<file path="src/rtl/rect_plotter.sv">
// rect_plotter: fills a w x h rectangle one pixel per cycle for a VGA adapter.
// Ports: clk; reset (asynchronous, active-high); start, x0, y0, w, h, color (request);
//        x_out, y_out, color_out, writeEn (pixel stream); busy, done (status).
// Option: define RECT_PLOTTER_CLIP_EN to suppress writeEn for pixels outside 160x120.
module rect_plotter #(
    parameter int MAX_W = 16,
    parameter int MAX_H = 16
) (
    input  logic       clk,
    input  logic       reset,
    input  logic       start,
    input  logic [7:0] x0,
    input  logic [6:0] y0,
    input  logic [4:0] w,
    input  logic [4:0] h,
    input  logic [2:0] color,
    output logic [7:0] x_out,
    output logic [6:0] y_out,
    output logic [2:0] color_out,
    output logic       writeEn,
    output logic       busy,
    output logic       done
);
    typedef enum logic [1:0] {IDLE, DRAW, FINISH} state_t;
    localparam logic [4:0] MW = 5'(MAX_W);
    localparam logic [4:0] MH = 5'(MAX_H);
    state_t state, state_nx;
    logic [7:0] xr, base_x, nx_x;
    logic [6:0] yr, base_y, nx_y;
    logic [2:0] cr, base_c;
    logic [4:0] wr, hr, col, row, col_nx, row_nx, cw, ch;
    logic       plot, vis, last_col, last_row, accept;

    assign cw = (w > MW) ? MW : w;
    assign ch = (h > MH) ? MH : h;
    assign accept = state == IDLE && start;
    assign last_col = col == wr - 5'd1;
    assign last_row = row == hr - 5'd1;
    // Coordinates of the pixel presented on the next cycle; base is the live
    // request inputs when a request is accepted, otherwise the latched origin.
    assign nx_x = base_x + {3'd0, col_nx};
    assign nx_y = base_y + {2'd0, row_nx};
`ifdef RECT_PLOTTER_CLIP_EN
    assign vis = ({1'b0, base_x} + {4'd0, col_nx}) <= 9'd159 &&
                 ({1'b0, base_y} + {3'd0, row_nx}) <= 8'd119;
`else
    assign vis = 1'b1;
`endif

    always_comb begin
        state_nx = state;
        col_nx = col;
        row_nx = row;
        base_x = xr;
        base_y = yr;
        base_c = cr;
        plot = 1'b0;
        case (state)
            IDLE: if (start) begin
                plot = cw != 5'd0 && ch != 5'd0;
                state_nx = plot ? DRAW : FINISH;
                col_nx = '0;
                row_nx = '0;
                base_x = x0;
                base_y = y0;
                base_c = color;
            end
            DRAW: begin
                plot = !(last_col && last_row);
                state_nx = plot ? DRAW : FINISH;
                col_nx = last_col ? 5'd0 : col + 5'd1;
                row_nx = last_col ? row + 5'd1 : row;
            end
            default: state_nx = IDLE;
        endcase
    end

    always_ff @(posedge clk or posedge reset) begin
        if (reset) begin
            state <= IDLE;
            col <= '0;
            row <= '0;
            xr <= '0;
            yr <= '0;
            cr <= '0;
            wr <= '0;
            hr <= '0;
            x_out <= '0;
            y_out <= '0;
            color_out <= '0;
            writeEn <= 1'b0;
            busy <= 1'b0;
            done <= 1'b0;
        end else begin
            state <= state_nx;
            col <= col_nx;
            row <= row_nx;
            busy <= state_nx != IDLE;
            done <= state == FINISH;
            writeEn <= plot && vis;
            if (plot) begin
                x_out <= nx_x;
                y_out <= nx_y;
                color_out <= base_c;
            end
            if (accept) begin
                xr <= x0;
                yr <= y0;
                cr <= color;
                wr <= cw;
                hr <= ch;
            end
        end
    end
endmodule

</file>
<file path="config.mk">
export PLATFORM = sky130hd
export DESIGN_NAME = rect_plotter
export DESIGN_NICKNAME = d
export VERILOG_FILES = /design/src/rtl/rect_plotter.sv
export SDC_FILE = /design/constraint.sdc
export NUM_CORES = 1
export LEC_CHECK = 0
export BUFFER_PORTS_ARGS = -buffer_cell sky130_fd_sc_hd__buf_2
export CAP_MARGIN = 5
export CORE_MARGIN = 3
export CORE_UTILIZATION = 56
export CTS_CLUSTER_SIZE = 10
export DETAILED_ROUTE_END_ITERATION = 16
export GPL_ROUTABILITY_DRIVEN = 0
export PLACE_DENSITY = 0.85
export SYNTH_ARGS = -nofsm -noshare
export SYNTH_HDL_FRONTEND = slang
export SYNTH_SLANG_ARGS = --single-unit
</file>
<file path="constraint.sdc">
create_clock -name clk -period 4 [get_ports clk]
set_input_delay 0.8 -clock clk [delete_from_list [all_inputs] [get_ports clk]]
set_output_delay 0.8 -clock clk [all_outputs]
set_load 0.005 [all_outputs]
</file>
## Yosys cells after proc, flatten, opt, wreduce, memory -nomap -nowiden

Index checks and enable logic that the tools add are counted.

| storage, ports and cells | value |
|---|---|
| output and inout port bits | 21 |
| word-level logic and storage cells | 54 |
| input port bits | 31 |
| register bits after elaboration | 61 |

| operators by class | value |
|---|---|
| reduce and logical (&&, ||, !) cells | 8 |
| equality and inequality tests | 4 |
| muxes and demuxes | 20 |
| $add $sub $neg | 6 |
| order comparisons | 2 |

Operators with widths:

| cell | count |
|---|---|
| 2-to-1 mux 5 bit | 6 |
| case mux 5 bit (2 select lines) | 2 |
| 2-to-1 mux 8 bit | 2 |
| 2-to-1 mux 7 bit | 2 |
| adder 5 x 1 -> 5 bit, second input constant | 2 |
| == test 5 bit | 2 |
| greater-than comparator 5 bit, second input constant | 2 |
| nonzero test 5 bit | 2 |
| subtractor 5 x 1 -> 5 bit, second input constant | 2 |
| adder 8 x 5 -> 8 bit | 1 |
| adder 7 x 5 -> 7 bit | 1 |
| 2-to-1 mux 2 bit | 3 |
| 2-to-1 mux 3 bit | 2 |
| case mux 2 bit (2 select lines) | 1 |
| logical AND 1 bit | 3 |
| == test 2 x 1 -> 1 bit, second input constant | 1 |
| == test 2 bit, second input constant | 1 |
| logical NOT 2 bit | 1 |
| case mux 1 bit (2 select lines) | 1 |
| nonzero test 2 bit | 1 |
| logical NOT 1 bit | 1 |
| 2-to-1 mux 1 bit | 1 |

## Longest topological paths before layout

| depth | value |
|---|---|
| word-level depth | 8 |
| mapped depth | 16 |
| mapped depth without buffers | 16 |

## Worst setup path after synthesis

Ideal clock, no wire load.

| timing path | value |
|---|---|
| path kind | input to register |
| from | input port start |
| to | register x_out[5] |
| cell stages on the path | 13 |
| library setup time | 125 ps |
| data required time | 3875 ps |
| buffers on the path | 2 |
| path slack | 544 ps |
| arrival time | 3332 ps |
| cells stage by stage | nor3b_2 clkbuf_1 clkbuf_1 nand2_1 nand2_1 ha_1 a21o_1 a21oi_1 a21boi_0 o21bai_1 a21boi_0 a311oi_1 mux2_2 |

| between the ends | value |
|---|---|
| cells in the longest elaborated chain, start to end | 3 |
| elaborated cells between the ends (all ways) | 7 |
| classes of those cells | add/sub: 1; mux: 6 |

RTL lines:

| element | line | RTL |
|---|---|---|
| start: declaration | 11 | `input logic start,` |
| 2-to-1 mux 5 bit / 2-to-1 mux 8 bit (equally long branches) | 59 | `IDLE: if (start) begin` |
| case mux 5 bit (2 select lines) / 2-to-1 mux 8 bit (equally long branches) | 58 | `case (state)` |
| adder 8 x 5 -> 8 bit | 41 | `assign nx_x = base_x + {3'd0, col_nx};` |
| end signal: assignment | 102 | `x_out <= nx_x;` |
| end: declaration | 17 | `output logic [7:0] x_out,` |

Parallel ways exist; a longest one is shown, timed or not.
A chain may end at the register's enable or synchronous reset.

## Final worst setup path

| timing path | value |
|---|---|
| from | register wr[0] |
| to | register y_out[6] |

| between the ends | value |
|---|---|
| cells in the longest elaborated chain, start to end | 5 |
| elaborated cells between the ends (all ways) | 8 |
| classes of those cells | add/sub: 2; eq/ne: 1; mux: 3; reduce/logical: 2 |

RTL lines:

| element | line | RTL |
|---|---|---|
| start: declaration | 31 | `logic [4:0] wr, hr, col, row, col_nx, row_nx, cw, ch;` |
| start signal: assignment | 110 | `wr <= cw;` |
| subtractor 5 x 1 -> 5 bit | 37 | `assign last_col = col == wr - 5'd1;` |
| == test 5 bit | 37 |  |
| 2-to-1 mux 5 bit | 72 | `row_nx = last_col ? row + 5'd1 : row;` |
| case mux 5 bit (2 select lines) | 58 |  |
| net row_nx[0] | 31 |  |
| adder 7 x 5 -> 7 bit | 42 | `assign nx_y = base_y + {2'd0, row_nx};` |
| end signal: assignment | 103 | `y_out <= nx_y;` |
| end: declaration | 18 | `output logic [6:0] y_out,` |

The timed path passes the listed nets, and every way through them passes these cells.

==> flow_metrics.py <==
metrics = {
    "cts": {
        "clkTransAtPathRegs_ns": 0.07,
        "cts_buffers": 9,
        "insertion_delay_ns": 0.35,
        "cts_root_buffer": "clkbuf_8",
        "ctsResizeCount": 0,
        "cts_hold_buf": 0,
        "clock_sinks": 61,
        "htree_levels": 3,
        "cts_tree": "yes",
        "cts_max_path_buffers": 2,
        "cts_setup_buffers": 0,
    },
    "global_route": {
        "grt_max_degree": 38,
        "grt_overflow": 0,
        "antenna_found_initial": 0,
        "grt_pass1_vias": 2433,
        "grt_usage": 0.2201,
        "grt_pass1_wl_um": 10810,
    },
    "power": {
        "p_per_area_nw_per_um2": 958.5,
        "power.total_mw": 3.524,
        "ir_drop_v": 0.0004947,
        "leakage_nw": 1.860,
    },
    "floorplan": {
        "die_h_um": 80.58,
        "coreArea_um2": 5238,
        "die_area_um2": 6492,
        "num_rows": 26,
        "initial_core_util": 0.5946,
        "die_w_um": 80.58,
        "num_io_pins": 52,
    },
    "setup_path": {
        "path_cells": "inv_1 -> ha_1 -> o21ba_1 -> a22oi_1 -> o2111ai_2 -> nor3b_2 -> mux2i_1 -> ha_1 -> fa_1 -> a21oi_1 -> nor2_1 -> nor2_1 -> nor2b_1 -> o21ai_0 -> xnor2_1 -> mux2_2",
        "cpPeakStageDelay_ns": 0.44,
        "cp_max_fo": 7,
        "cp-start-kind": "register",
        "arrival_ns": 3.91,
        "cp-end-kind": "register",
        "setup.worst_path.class": "reg -> reg",
        "required_ns": 4.23,
        "path_buf_inv": 1,
        "cp_top_family": "compound AO/OA/AOI/OAI gates",
        "critPathSlowestCell": "nor3b_2",
    },
    "synthesis": {
        "syn_avg_cell_area_um2": 10.05,
        "yosys.area.top_type": "dfrtp_1",
        "postSynthCellCount": 310,
        "ys_types": 39,
        "ys_warn_count": 0,
        "synthesis.area_um2": 3114,
        "synth-seq-cells": 61,
        "synth-main-ff-cell": "dfrtp_1",
        "syn-num-nets": 356,
        "ys_seq_area_frac": 0.4902,
        "synth.top_cell.area_share": 0.4902,
        "async_flop_share": 1.000,
        "synth_area_leaders": "dfrtp_1 49%, nand2_1 9.6%, ha_1 5.2%",
        "synth-edff-count": 0,
    },
    "placement": {
        "dp_slack_ns": 0.3310,
        "dpl-instance-area_um2": 3437,
        "dp_hpwl_um": 4703,
        "port_buffers": 51,
    },
    "cells_and_area": {
        "post_route_cells_drive_above_1_share": 0.2359,
        "n_antenna_cell": 0,
        "finalInstanceArea_um2": 3676,
        "area_growth_pct": 18.04,
        "fin_nets": 414,
    },
    "sta": {
        "setup_viol": 0,
        "finalClockSkew_ns": 0.01072,
        "period_share": 0.9206,
        "max_slew_margin": 0.3513,
        "setup-tns-final_ns": 0,
        "setup_ws_ns": 0.3177,
        "fin_crit_ns": 3.682,
        "fmax_ghz": 0.2716,
        "hold_violations": 0,
        "tightest_slew_ns": 0.9730,
        "drv_slew": 0,
        "grt_setup_unrepaired": "false",
    },
    "job": {
        "drv_cap": 0,
    },
    "detailed_routing": {
        "wire_per_inst_um": 14.62,
        "vias": 2396,
        "first_iter_violations": 142,
        "drt-total-wl_um": 6475,
        "ant_nets": 0,
        "firstDrtPassIters": 4,
        "vias_per_cell": 5.409,
        "drcViolationCount": 0,
    },
    "run_status": {
        "outcome": "complete, no violations",
    },
    "worst_hold_path": {
        "hold_class": "reg -> reg",
    },
}
[per-stage QoR]
stage / cells / hold slack [ns] / util
floorplan: 310 / 0.4358 / -
global placement: 427 / 0.4513 / 0.6562
detailed placement: 427 / 0.4565 / 0.6562
CTS: 443 / 0.4735 / 0.7019
global route: 443 / 0.5038 / 0.7019
finish: 443 / 0.4771 / 0.7019
[layout by cell type (no fill, tap or decap), types with 3 or more instances in the layout]
| cell | instances |
|---|---|
| inv_1 | 8 |
| a21o_1 | 3 |
| clkbuf_8 | 9 |
| o21bai_1 | 3 |
| nand3_1 | 6 |
| mux2_2 | 10 |
| o21ai_0 | 13 |
| a21oi_1 | 15 |
| nor2_1 | 16 |
| buf_4 | 5 |
| nand2_1 | 80 |
| nor2b_1 | 3 |
| nand3b_1 | 8 |
| ha_1 | 13 |
| bufinv_16 | 3 |
| mux2i_1 | 5 |
| nor3_1 | 3 |
| dfrtp_1 | 61 |
| xor2_1 | 10 |
| buf_2 | 51 |
| xnor2_1 | 17 |
[cells in the mapped netlist (all sizes together) (2+ instances only)]
master,instances
buf,4
mux2,10
or4,2
nand4,2
nand3b,8
nor2,16
clkbuf,5
xor2,10
dfrtp,61
mux2i,5
xnor2,17
o21ai,14
a32o,2
a21oi,15
nand2,80
nor3,3
a21boi,2
o21bai,3
ha,13
fa,2
nor2b,3
nand3,6
nor3b,3
a21o,3
inv,9
[layout make-up]
| cell class | instances | area (um^2) |
|---|---|---|
| tap | 70 | 87.58 |
| sequential | 61 | 1526 |
| timing repair buffer | 56 | 292.8 |
| clock buffer | 10 | 127.6 |
| fill | 383 | 1562 |
| inverter | 9 | 33.78 |
| multi-input combinational | 231 | 1496 |
| clock inverter | 6 | 111.4 |
[power by group]
group	internal, mW	switching (mW)	leakage [nW]	total (mW)
sequential	0.915	0.183	0.756	1.10
combinational	0.813	0.947	0.988	1.76
clock	0.414	0.252	0.116	0.666
total	2.14	1.38	1.86	3.52
[routing by layer]
metal	up-vias	share of wire	wire, um	track usage
met5	-	0	0	0
met4	0	0.024	157	0.1047
met3	12	0.039	253	0.04933
met2	52	0.51	3325	0.3825
met1	1160	0.42	2738	0.2556
li1	1172	-	-	-
[worst register-to-register path, cell delays in order (launching register included)]
cell and delay, ns:
dfrtp_1 0.37, inv_1 0.08, ha_1 0.25, o21ba_1 0.20, a22oi_1 0.20, o2111ai_2 0.22
nor3b_2 0.44, mux2i_1 0.17, ha_1 0.25, fa_1 0.41, a21oi_1 0.14, nor2_1 0.05
nor2_1 0.15, nor2b_1 0.07, o21ai_0 0.20, xnor2_1 0.08, mux2_2 0.27
[sequential cells by signal, indices dropped and copies added (netlist names)]
signal	cells
busy	1
col	5
color_out	3
cr	3
done	1
hr	5
row	5
state	2
wr	5
writeEn	1
x_out	8
xr	8
y_out	7
yr	7
[kinds of logic (layout without fill, tap and decap cells)]
family,after synthesis,in the layout,synth area share
fa+ha+maj,15,15,0.06509
flops,61,61,0.4902
buf+inv,18,81,0.03134
mux,15,15,0.05223
xor+xnor,27,27,0.07593
compound gates,50,50,0.1085
simple gates,124,124,0.1768
[final timing paths]
kind	startpoint	endpoint	slack, ns	depth (start not counted)
setup / recovery	wr[0]	y_out[6]	0.32	16
hold / removal	cr[0]	cr[0]	0.48	2
setup reg to reg	wr[0]	y_out[6]	0.32	16
hold reg to reg	cr[0]	cr[0]	0.48	2
max in group asynchronous	reset	done	2.60	3
min in group asynchronous	reset	cr[1]	0.58	2
No activity file was read; power rests on OpenSTA's default activity.
